--- src/rtl/mlp_stream_harness.sv ---
// Sequential harness around a combinational MLP classifier.
// Feature beats arrive over a valid/ready stream and are packed into dut_inp.
// The packed vector is held for SETTLE_CYCLES before dut_out is captured.
// The captured class is compared with the golden label and returned over a
// valid/ready result stream. Saturating counters track delivered results and
// the results whose class did not match the label.
//
// state     | meaning
// ----------+------------------------------------------------------------
// ST_LOAD   | accepting feature beats into slot idx of dut_inp
// ST_SETTLE | vector frozen, settle counter running down to capture
// ST_OUT    | result presented on m_*, waiting for m_ready
module mlp_stream_harness #(
  parameter int NUM_A         = 4,
  parameter int WIDTH_A       = 4,
  parameter int OUTWIDTH      = 2,
  parameter int SETTLE_CYCLES = 2,
  parameter int CNT_W         = 16
) (
  input  logic                     clk,
  input  logic                     rst_n,
  input  logic                     s_valid,
  output logic                     s_ready,
  input  logic [WIDTH_A-1:0]       s_data,
  input  logic [OUTWIDTH-1:0]      s_label,
  output logic [NUM_A*WIDTH_A-1:0] dut_inp,
  input  logic [OUTWIDTH-1:0]      dut_out,
  output logic                     m_valid,
  input  logic                     m_ready,
  output logic [OUTWIDTH-1:0]      m_class,
  output logic                     m_match,
  input  logic                     clear,
  output logic [CNT_W-1:0]         vec_cnt,
  output logic [CNT_W-1:0]         err_cnt
);

  // A width of at least one bit keeps NUM_A==1 and SETTLE_CYCLES==1 legal.
  localparam int IDX_W = (NUM_A > 1) ? $clog2(NUM_A) : 1;
  localparam int SET_W = (SETTLE_CYCLES > 1) ? $clog2(SETTLE_CYCLES) : 1;

  localparam logic [IDX_W-1:0] IDX_LAST = IDX_W'(NUM_A - 1);
  localparam logic [SET_W-1:0] SET_LOAD = SET_W'(SETTLE_CYCLES - 1);
  localparam logic [CNT_W-1:0] CNT_MAX  = '1;

  typedef enum logic [1:0] {
    ST_LOAD   = 2'd0,
    ST_SETTLE = 2'd1,
    ST_OUT    = 2'd2
  } state_t;

  state_t                     state_q,   state_d;
  logic [IDX_W-1:0]           idx_q,     idx_d;
  logic [SET_W-1:0]           settle_q,  settle_d;
  logic [NUM_A*WIDTH_A-1:0]   dut_inp_q, dut_inp_d;
  logic [OUTWIDTH-1:0]        label_q,   label_d;
  logic [OUTWIDTH-1:0]        m_class_q, m_class_d;
  logic                       m_match_q, m_match_d;
  logic                       m_valid_q, m_valid_d;
  logic [CNT_W-1:0]           vec_cnt_q, vec_cnt_d;
  logic [CNT_W-1:0]           err_cnt_q, err_cnt_d;

  // Next-state, datapath and counter update; every _d defaults to hold.
  always_comb begin
    state_d   = state_q;
    idx_d     = idx_q;
    settle_d  = settle_q;
    dut_inp_d = dut_inp_q;
    label_d   = label_q;
    m_class_d = m_class_q;
    m_match_d = m_match_q;
    m_valid_d = m_valid_q;
    vec_cnt_d = vec_cnt_q;
    err_cnt_d = err_cnt_q;

    case (state_q)
      ST_LOAD: begin
        if (s_valid) begin
          dut_inp_d[int'(idx_q)*WIDTH_A +: WIDTH_A] = s_data;
          if (idx_q == IDX_LAST) begin
            idx_d    = '0;
            label_d  = s_label;
            settle_d = SET_LOAD;
            state_d  = ST_SETTLE;
          end else begin
            idx_d = idx_q + 1'b1;
          end
        end
      end

      ST_SETTLE: begin
        if (settle_q == '0) begin
          m_class_d = dut_out;
          m_match_d = (dut_out == label_q);
          m_valid_d = 1'b1;
          state_d   = ST_OUT;
        end else begin
          settle_d = settle_q - 1'b1;
        end
      end

      ST_OUT: begin
        if (m_ready) begin
          m_valid_d = 1'b0;
          state_d   = ST_LOAD;
          if (vec_cnt_q != CNT_MAX) begin
            vec_cnt_d = vec_cnt_q + 1'b1;
          end
          if (!m_match_q && (err_cnt_q != CNT_MAX)) begin
            err_cnt_d = err_cnt_q + 1'b1;
          end
        end
      end

      default: begin
        state_d = ST_LOAD;
      end
    endcase

    // Clear overrides a same-edge handshake increment.
    if (clear) begin
      vec_cnt_d = '0;
      err_cnt_d = '0;
    end
  end

  // State, datapath and counter registers.
  always_ff @(posedge clk or negedge rst_n) begin
    if (!rst_n) begin
      state_q   <= ST_LOAD;
      idx_q     <= '0;
      settle_q  <= '0;
      dut_inp_q <= '0;
      label_q   <= '0;
      m_class_q <= '0;
      m_match_q <= 1'b0;
      m_valid_q <= 1'b0;
      vec_cnt_q <= '0;
      err_cnt_q <= '0;
    end else begin
      state_q   <= state_d;
      idx_q     <= idx_d;
      settle_q  <= settle_d;
      dut_inp_q <= dut_inp_d;
      label_q   <= label_d;
      m_class_q <= m_class_d;
      m_match_q <= m_match_d;
      m_valid_q <= m_valid_d;
      vec_cnt_q <= vec_cnt_d;
      err_cnt_q <= err_cnt_d;
    end
  end

  assign s_ready = (state_q == ST_LOAD);
  assign dut_inp = dut_inp_q;
  assign m_valid = m_valid_q;
  assign m_class = m_class_q;
  assign m_match = m_match_q;
  assign vec_cnt = vec_cnt_q;
  assign err_cnt = err_cnt_q;

endmodule
--- config.mk ---
export PLATFORM = sky130hd
export DESIGN_NAME = mlp_stream_harness
export DESIGN_NICKNAME = d
export VERILOG_FILES = /design/src/rtl/mlp_stream_harness.sv
export SDC_FILE = /design/constraint.sdc
export NUM_CORES = 1
export LEC_CHECK = 0
export BUFFER_PORTS_ARGS = -buffer_cell sky130_fd_sc_hd__buf_2
export CORE_ASPECT_RATIO = 0.6
export CORE_MARGIN = 3
export CORE_UTILIZATION = 50
export DETAILED_ROUTE_END_ITERATION = 8
export MAX_ROUTING_LAYER = met4
export PLACE_DENSITY_LB_ADDON = 0.15
export SYNTH_ARGS = -nofsm -noshare
export SYNTH_HDL_FRONTEND = slang
export SYNTH_SLANG_ARGS = --single-unit
--- constraint.sdc ---
create_clock -name clk -period 2.42 [get_ports clk]
set_input_delay 0.121 -clock clk [delete_from_list [all_inputs] [get_ports clk]]
set_output_delay 0.121 -clock clk [all_outputs]
set_load 0.05 [all_outputs]
Yosys cells after proc, flatten, opt, wreduce, memory -nomap -nowiden
Index checks and enable logic that the tools add are counted.
Word-level totals
  bits in registers: 59
  input port bits: 13
  output and inout bits: 53
  word-level logic and storage cells: 67
Operators by class
  add/subtract/negate cells: 5
  equal/unequal tests: 10
  shift-type cells: 2
  muxes and demuxes: 22
  bitwise gates (word level): 1
  reduce and logical (&&, ||, !) cells: 17
Operators by type and width (count)
  2-to-1 mux 16 bit: 8
  negation 4 -> 33 bit: 1
  variable shift 4 x 33 -> 16 bit, first input constant: 1
  variable part select 4 x 33 -> 16 bit: 1
  adder 16 x 1 -> 16 bit, second input constant: 2
  != test 16 bit, second input constant: 2
  bitwise mux 16 bit: 1
  AND reduction 3 bit: 5
  nonzero test 2 bit: 6
  2-to-1 mux 2 bit: 5
  != test 2 bit, second input constant: 3
  case mux 2 bit (3 select lines): 1
  2-to-1 mux 1 bit: 5
  == test 2 bit, second input constant: 2
  case mux 1 bit (2 select lines): 2
  AND reduction 2 bit: 2
  AND reduction 4 bit: 1
  adder 2 x 1 -> 2 bit, second input constant: 1
  == test 2 x 1 -> 1 bit, second input constant: 1
  == test 2 bit: 1
  logical NOT 2 bit: 1
  != test 2 x 1 -> 1 bit, second input constant: 1
  logical AND 1 bit: 1
  logical NOT 1 bit: 1
  2 further kinds: 2

Depth between registers and ports, before layout
  depth in word-level cells: 6
  gate-level depth with buffers: 7
  gate-level depth less buffers: 6

Least setup slack after synthesis
OpenSTA, ideal clock, no wires.
  path kind: register to register
  from: register err_cnt_q[0] (netlist: err_cnt[0])
  to: register err_cnt_q[14] (netlist: err_cnt[14])
  library setup time: 132 ps
  arrival: 1963 ps
  data required time: 2288 ps
  setup slack: 325 ps
  cell stages (with the launch flop): 8
  path buffers: 1
  clock period less this slack: 2095 ps
  cells stage by stage: dfrtp_1 ha_1 nand3_1 or3_1 buf_2 nor4_4 xnor2_1 nor2_1
Between the ends
  cells in the longest elaborated chain, start to end: 5
  elaborated cells between the ends (all ways): 9
  those cells by class: add/sub (1); eq/ne (1); mux (4); reduce/logical (3)
RTL lines
  from (decl): line 60  | logic [CNT_W-1:0] err_cnt_q, err_cnt_d;
  from (signal assigned): line 149  | err_cnt_q <= err_cnt_d;
  adder 16 x 1 -> 16 bit: line 109  | err_cnt_d = err_cnt_q + 1'b1;
  2-to-1 mux 16 bit: line 108  | if (!m_match_q && (err_cnt_q != CNT_MAX)) begin
  2-to-1 mux 16 bit: line 102  | if (m_ready) begin
  2-to-1 mux 16 bit: line 75  | case (state_q)
  2-to-1 mux 16 bit: line 120  | if (clear) begin
Parallel ways exist; a longest one is shown, timed or not. The select of a mux whose other input is x is not followed.
A chain may end at the register's enable or synchronous reset.

Worst setup path in the final report
  from: register vec_cnt_q[0] (netlist: vec_cnt[0])
  to: register vec_cnt_q[1] (netlist: vec_cnt[1])
Between the ends
  cells in the longest elaborated chain, start to end: 5
  elaborated cells between the ends (all ways): 8
  those cells by class: add/sub (1); eq/ne (1); mux (4); reduce/logical (2)
RTL lines
  from (decl): line 59  | logic [CNT_W-1:0] vec_cnt_q, vec_cnt_d;
  from (signal assigned): line 148  | vec_cnt_q <= vec_cnt_d;
  adder 16 x 1 -> 16 bit: line 106  | vec_cnt_d = vec_cnt_q + 1'b1;
  2-to-1 mux 16 bit: line 105  | if (vec_cnt_q != CNT_MAX) begin
  2-to-1 mux 16 bit: line 102
  2-to-1 mux 16 bit: line 75
  2-to-1 mux 16 bit: line 120
Parallel ways exist; a longest one is shown, timed or not. The select of a mux whose other input is x is not followed.

==> results_dict.tcl <==
set metrics [dict create \
    critPathArrivalTime_ps 2310 \
    postSynthRegisterBits 59 \
    ys_top_cells_by_area "sky130_fd_sc_hd__dfrtp_1, sky130_fd_sc_hd__nand2_1, sky130_fd_sc_hd__xnor2_1" \
    clk_pin_slew_ps 60 \
    synth_largest_type_area_fraction 0.499 \
    setup_viol 0 \
    power-per-cell-area_mw_per_mm2 1020 \
    number_of_maximum_capacitance_constraint_violations 0 \
    path_class "flip-flop to flip-flop" \
    antenna_cells_inserted 0 \
    post_synth_num_cell_types 44 \
    floorplan.io_pins 66 \
    port_buffers 65 \
    tritoncts "yes" \
    min_period_ps 2130 \
    ys_async_rst_share 1.00 \
    cts-buffers-inserted 9 \
    wire_length_of_the_first_global_routing_pass_mm 11.2 \
    power_leakage_nw 1.67 \
    routedWlPerCell_um 14.5 \
    status "finished, final reports clean" \
    maximum_number_of_pins_on_one_net_before_global_route_repair 34 \
    max-slew-margin-rel 0.590 \
    finalHoldViolCount 0 \
    clk-insertion-delay-late_ps 330 \
    track_usage 0.211 \
    cts_setup_buffers 0 \
    post_route_cells_drive_above_1_share 0.252 \
    placement_rows 21 \
    floorplan.die.width_um 105 \
    routed_wl_mm 6.62 \
    die_area_mm2 0.00691 \
    worst_hold_path_type "input port to flip-flop" \
    synthesis.instances 301 \
    placement.setup.worst_slack_ps 334 \
    synthesis.yosys.warnings 0 \
    h_tree_depth 3 \
    detailedPlacementHpwl_mm 4.84 \
    drt_first_iter_violations 107 \
    final_cells 457 \
    crit_required_ps 2600 \
    fin_setup_tns_ps 0 \
    slew_viol_final 0 \
    root_buffer "sky130_fd_sc_hd__clkbuf_8" \
    floorplan.initialDensity 0.524 \
    vias_per_cell 5.18 \
    final_area_mm2 0.00354 \
    worst_setup_path_start_kind "flip-flop" \
    synthFlopType "sky130_fd_sc_hd__dfrtp_1" \
    critPathCaptureType "flip-flop" \
    grt_pass1_vias 2323 \
    grt_setup_unrepaired "false" \
    dpl_cell_area_mm2 0.00336 \
    n_fill_cell 498 \
    synth_sequential_area_ratio 0.499 \
    synth_commonest_cells "sky130_fd_sc_hd__dfrtp_1, sky130_fd_sc_hd__nand2_1, sky130_fd_sc_hd__nor2_1, sky130_fd_sc_hd__xnor2_1, sky130_fd_sc_hd__o21ai_1" \
    critical_path.max_fanout 15 \
    drt_drc_violations_left 0 \
    multi_input_logic_area_mm2 0.00142 \
    register_area_mm2 0.00148 \
    place_inst 440 \
    synth.net_count 322 \
    synth-edff-count 0 \
    syn-mean-instance-area_um2 9.84 \
    final_antenna_net_count 0 \
    area_delta_synth_final_pct 19.6 \
    max_clock_freq_mhz 470 \
    drt_pass1_iterations 4 \
    clk_path_buf_depth 2 \
    yosysTopAreaCell "sky130_fd_sc_hd__dfrtp_1" \
    transition_time_of_the_tightest_slew_check_pin_ps 612 \
    die_y_um 65.6 \
    grt_remaining_overflow 0 \
    finalNetCount 393 \
    cts.sink_count 59 \
    antenna_found_initial 0 \
    place.gp.congestion 0.878 \
    fin_skew_ps 5.91 \
    period_share 0.879 \
    mappedNetlistArea_mm2 0.00296 \
    routed-via-count 2369 \
    yosys.cell_count.top_type "sky130_fd_sc_hd__dfrtp_1" \
    worst_ir_drop_vdd_uv 815 \
    postLayoutSetupSlackWorst_ps 294 \
    core_mm2 0.00565 \
]
## logic make-up after synthesis
logic type               after synthesis  share of synthesized area
flip-flops                            59                      0.499
adder cells (fa/ha/maj)                8                     0.0338
AO/OA/AOI/OAI                         51                     0.0946
buffers and inverters                 14                     0.0224
multiplexers                           5                     0.0186
XOR/XNOR                              26                     0.0769
AND/OR/NAND/NOR                      138                      0.255
## flip-flops by register name, summed over array words and instances (netlist names)
name and cells:
m_valid 1, m_match 1, label_q 2, m_class 2
err_cnt 16, state_q 2, dut_inp 16, vec_cnt 16
settle_q 1, idx_q 2
## metal layers
layer	track usage	part of all wire	up-vias
met5	-	0	-
met4	0.0736	0.0079	0
met3	0.0550	0.041	5
met2	0.293	0.41	49
met1	0.299	0.54	1117
li1	-	-	1198
## power breakdown
| part | internal, mW | switching, mW | total [mW] |
|---|---|---|---|
| sequential | 1.20 | 0.187 | 1.39 |
| combinational | 0.370 | 1.08 | 1.45 |
| clock | 0.425 | 0.363 | 0.788 |
## worst paths after layout
kind                                 start           to  slack, ps  depth (start not counted)
worst max-delay path            vec_cnt[0]   vec_cnt[1]        290                          5
worst min-delay path            s_label[0]   label_q[0]         30                          2
worst max register to register  vec_cnt[0]   vec_cnt[1]        290                          5
worst min register to register  dut_inp[5]   dut_inp[5]        480                          2
max in group asynchronous            rst_n     settle_q       1460                          3
min in group asynchronous            rst_n  dut_inp[14]        270                          2
## per-stage QoR
stage               utilization  hold slack [ps]  power (mW)
finish                    0.627             28.8        3.62
global route              0.627             13.4        3.85
CTS                       0.627             13.9        3.66
detailed placement        0.594             93.2        2.85
global placement          0.594             98.3        2.82
floorplan                     -             -175        2.51
## worst max-delay path: stages (launching register included)
cell	delay, ps
sky130_fd_sc_hd__dfrtp_1	470
sky130_fd_sc_hd__ha_1	270
sky130_fd_sc_hd__nand3_1	230
sky130_fd_sc_hd__or3_1	650
sky130_fd_sc_hd__a31oi_1	260
sky130_fd_sc_hd__o22ai_1	100
## layout make-up
type	count	share of cell area
well taps	80	0.0283
clock inverters	2	0.00283
clock buffers	14	0.0459
flip-flops and latches	59	0.417
multi-input cells	228	0.401
repair buffers	68	0.0989
inverters	6	0.00636
## repair_timing
item | 4_1_cts | 5_1_grt
gates resized for setup | 0 | 0
hold buffers | 1 | 0
endpoints found under the hold margin | 18 | 0
## cells in the final DEF, fill, tap and decap left out, types with 2 or more instances in the layout
master and count:
sky130_fd_sc_hd__a21oi_1 8, sky130_fd_sc_hd__a31oi_1 2, sky130_fd_sc_hd__and3_1 5, sky130_fd_sc_hd__buf_2 65
sky130_fd_sc_hd__buf_4 2, sky130_fd_sc_hd__clkbuf_1 3, sky130_fd_sc_hd__clkbuf_8 11, sky130_fd_sc_hd__clkinv_2 2
sky130_fd_sc_hd__dfrtp_1 59, sky130_fd_sc_hd__ha_1 8, sky130_fd_sc_hd__inv_1 6, sky130_fd_sc_hd__mux2_2 4
sky130_fd_sc_hd__nand2_1 57, sky130_fd_sc_hd__nand3_1 5, sky130_fd_sc_hd__nand4_1 9, sky130_fd_sc_hd__nor2_1 23
sky130_fd_sc_hd__nor3_1 13, sky130_fd_sc_hd__nor3b_1 3, sky130_fd_sc_hd__nor4_1 2, sky130_fd_sc_hd__nor4_2 3
sky130_fd_sc_hd__nor4_4 2, sky130_fd_sc_hd__o21ai_0 16, sky130_fd_sc_hd__o21ai_1 18, sky130_fd_sc_hd__o22ai_1 2
sky130_fd_sc_hd__o31ai_1 2, sky130_fd_sc_hd__or3_1 3, sky130_fd_sc_hd__xnor2_1 19, sky130_fd_sc_hd__xor2_1 7
Power figures use the tool's default switching activity.
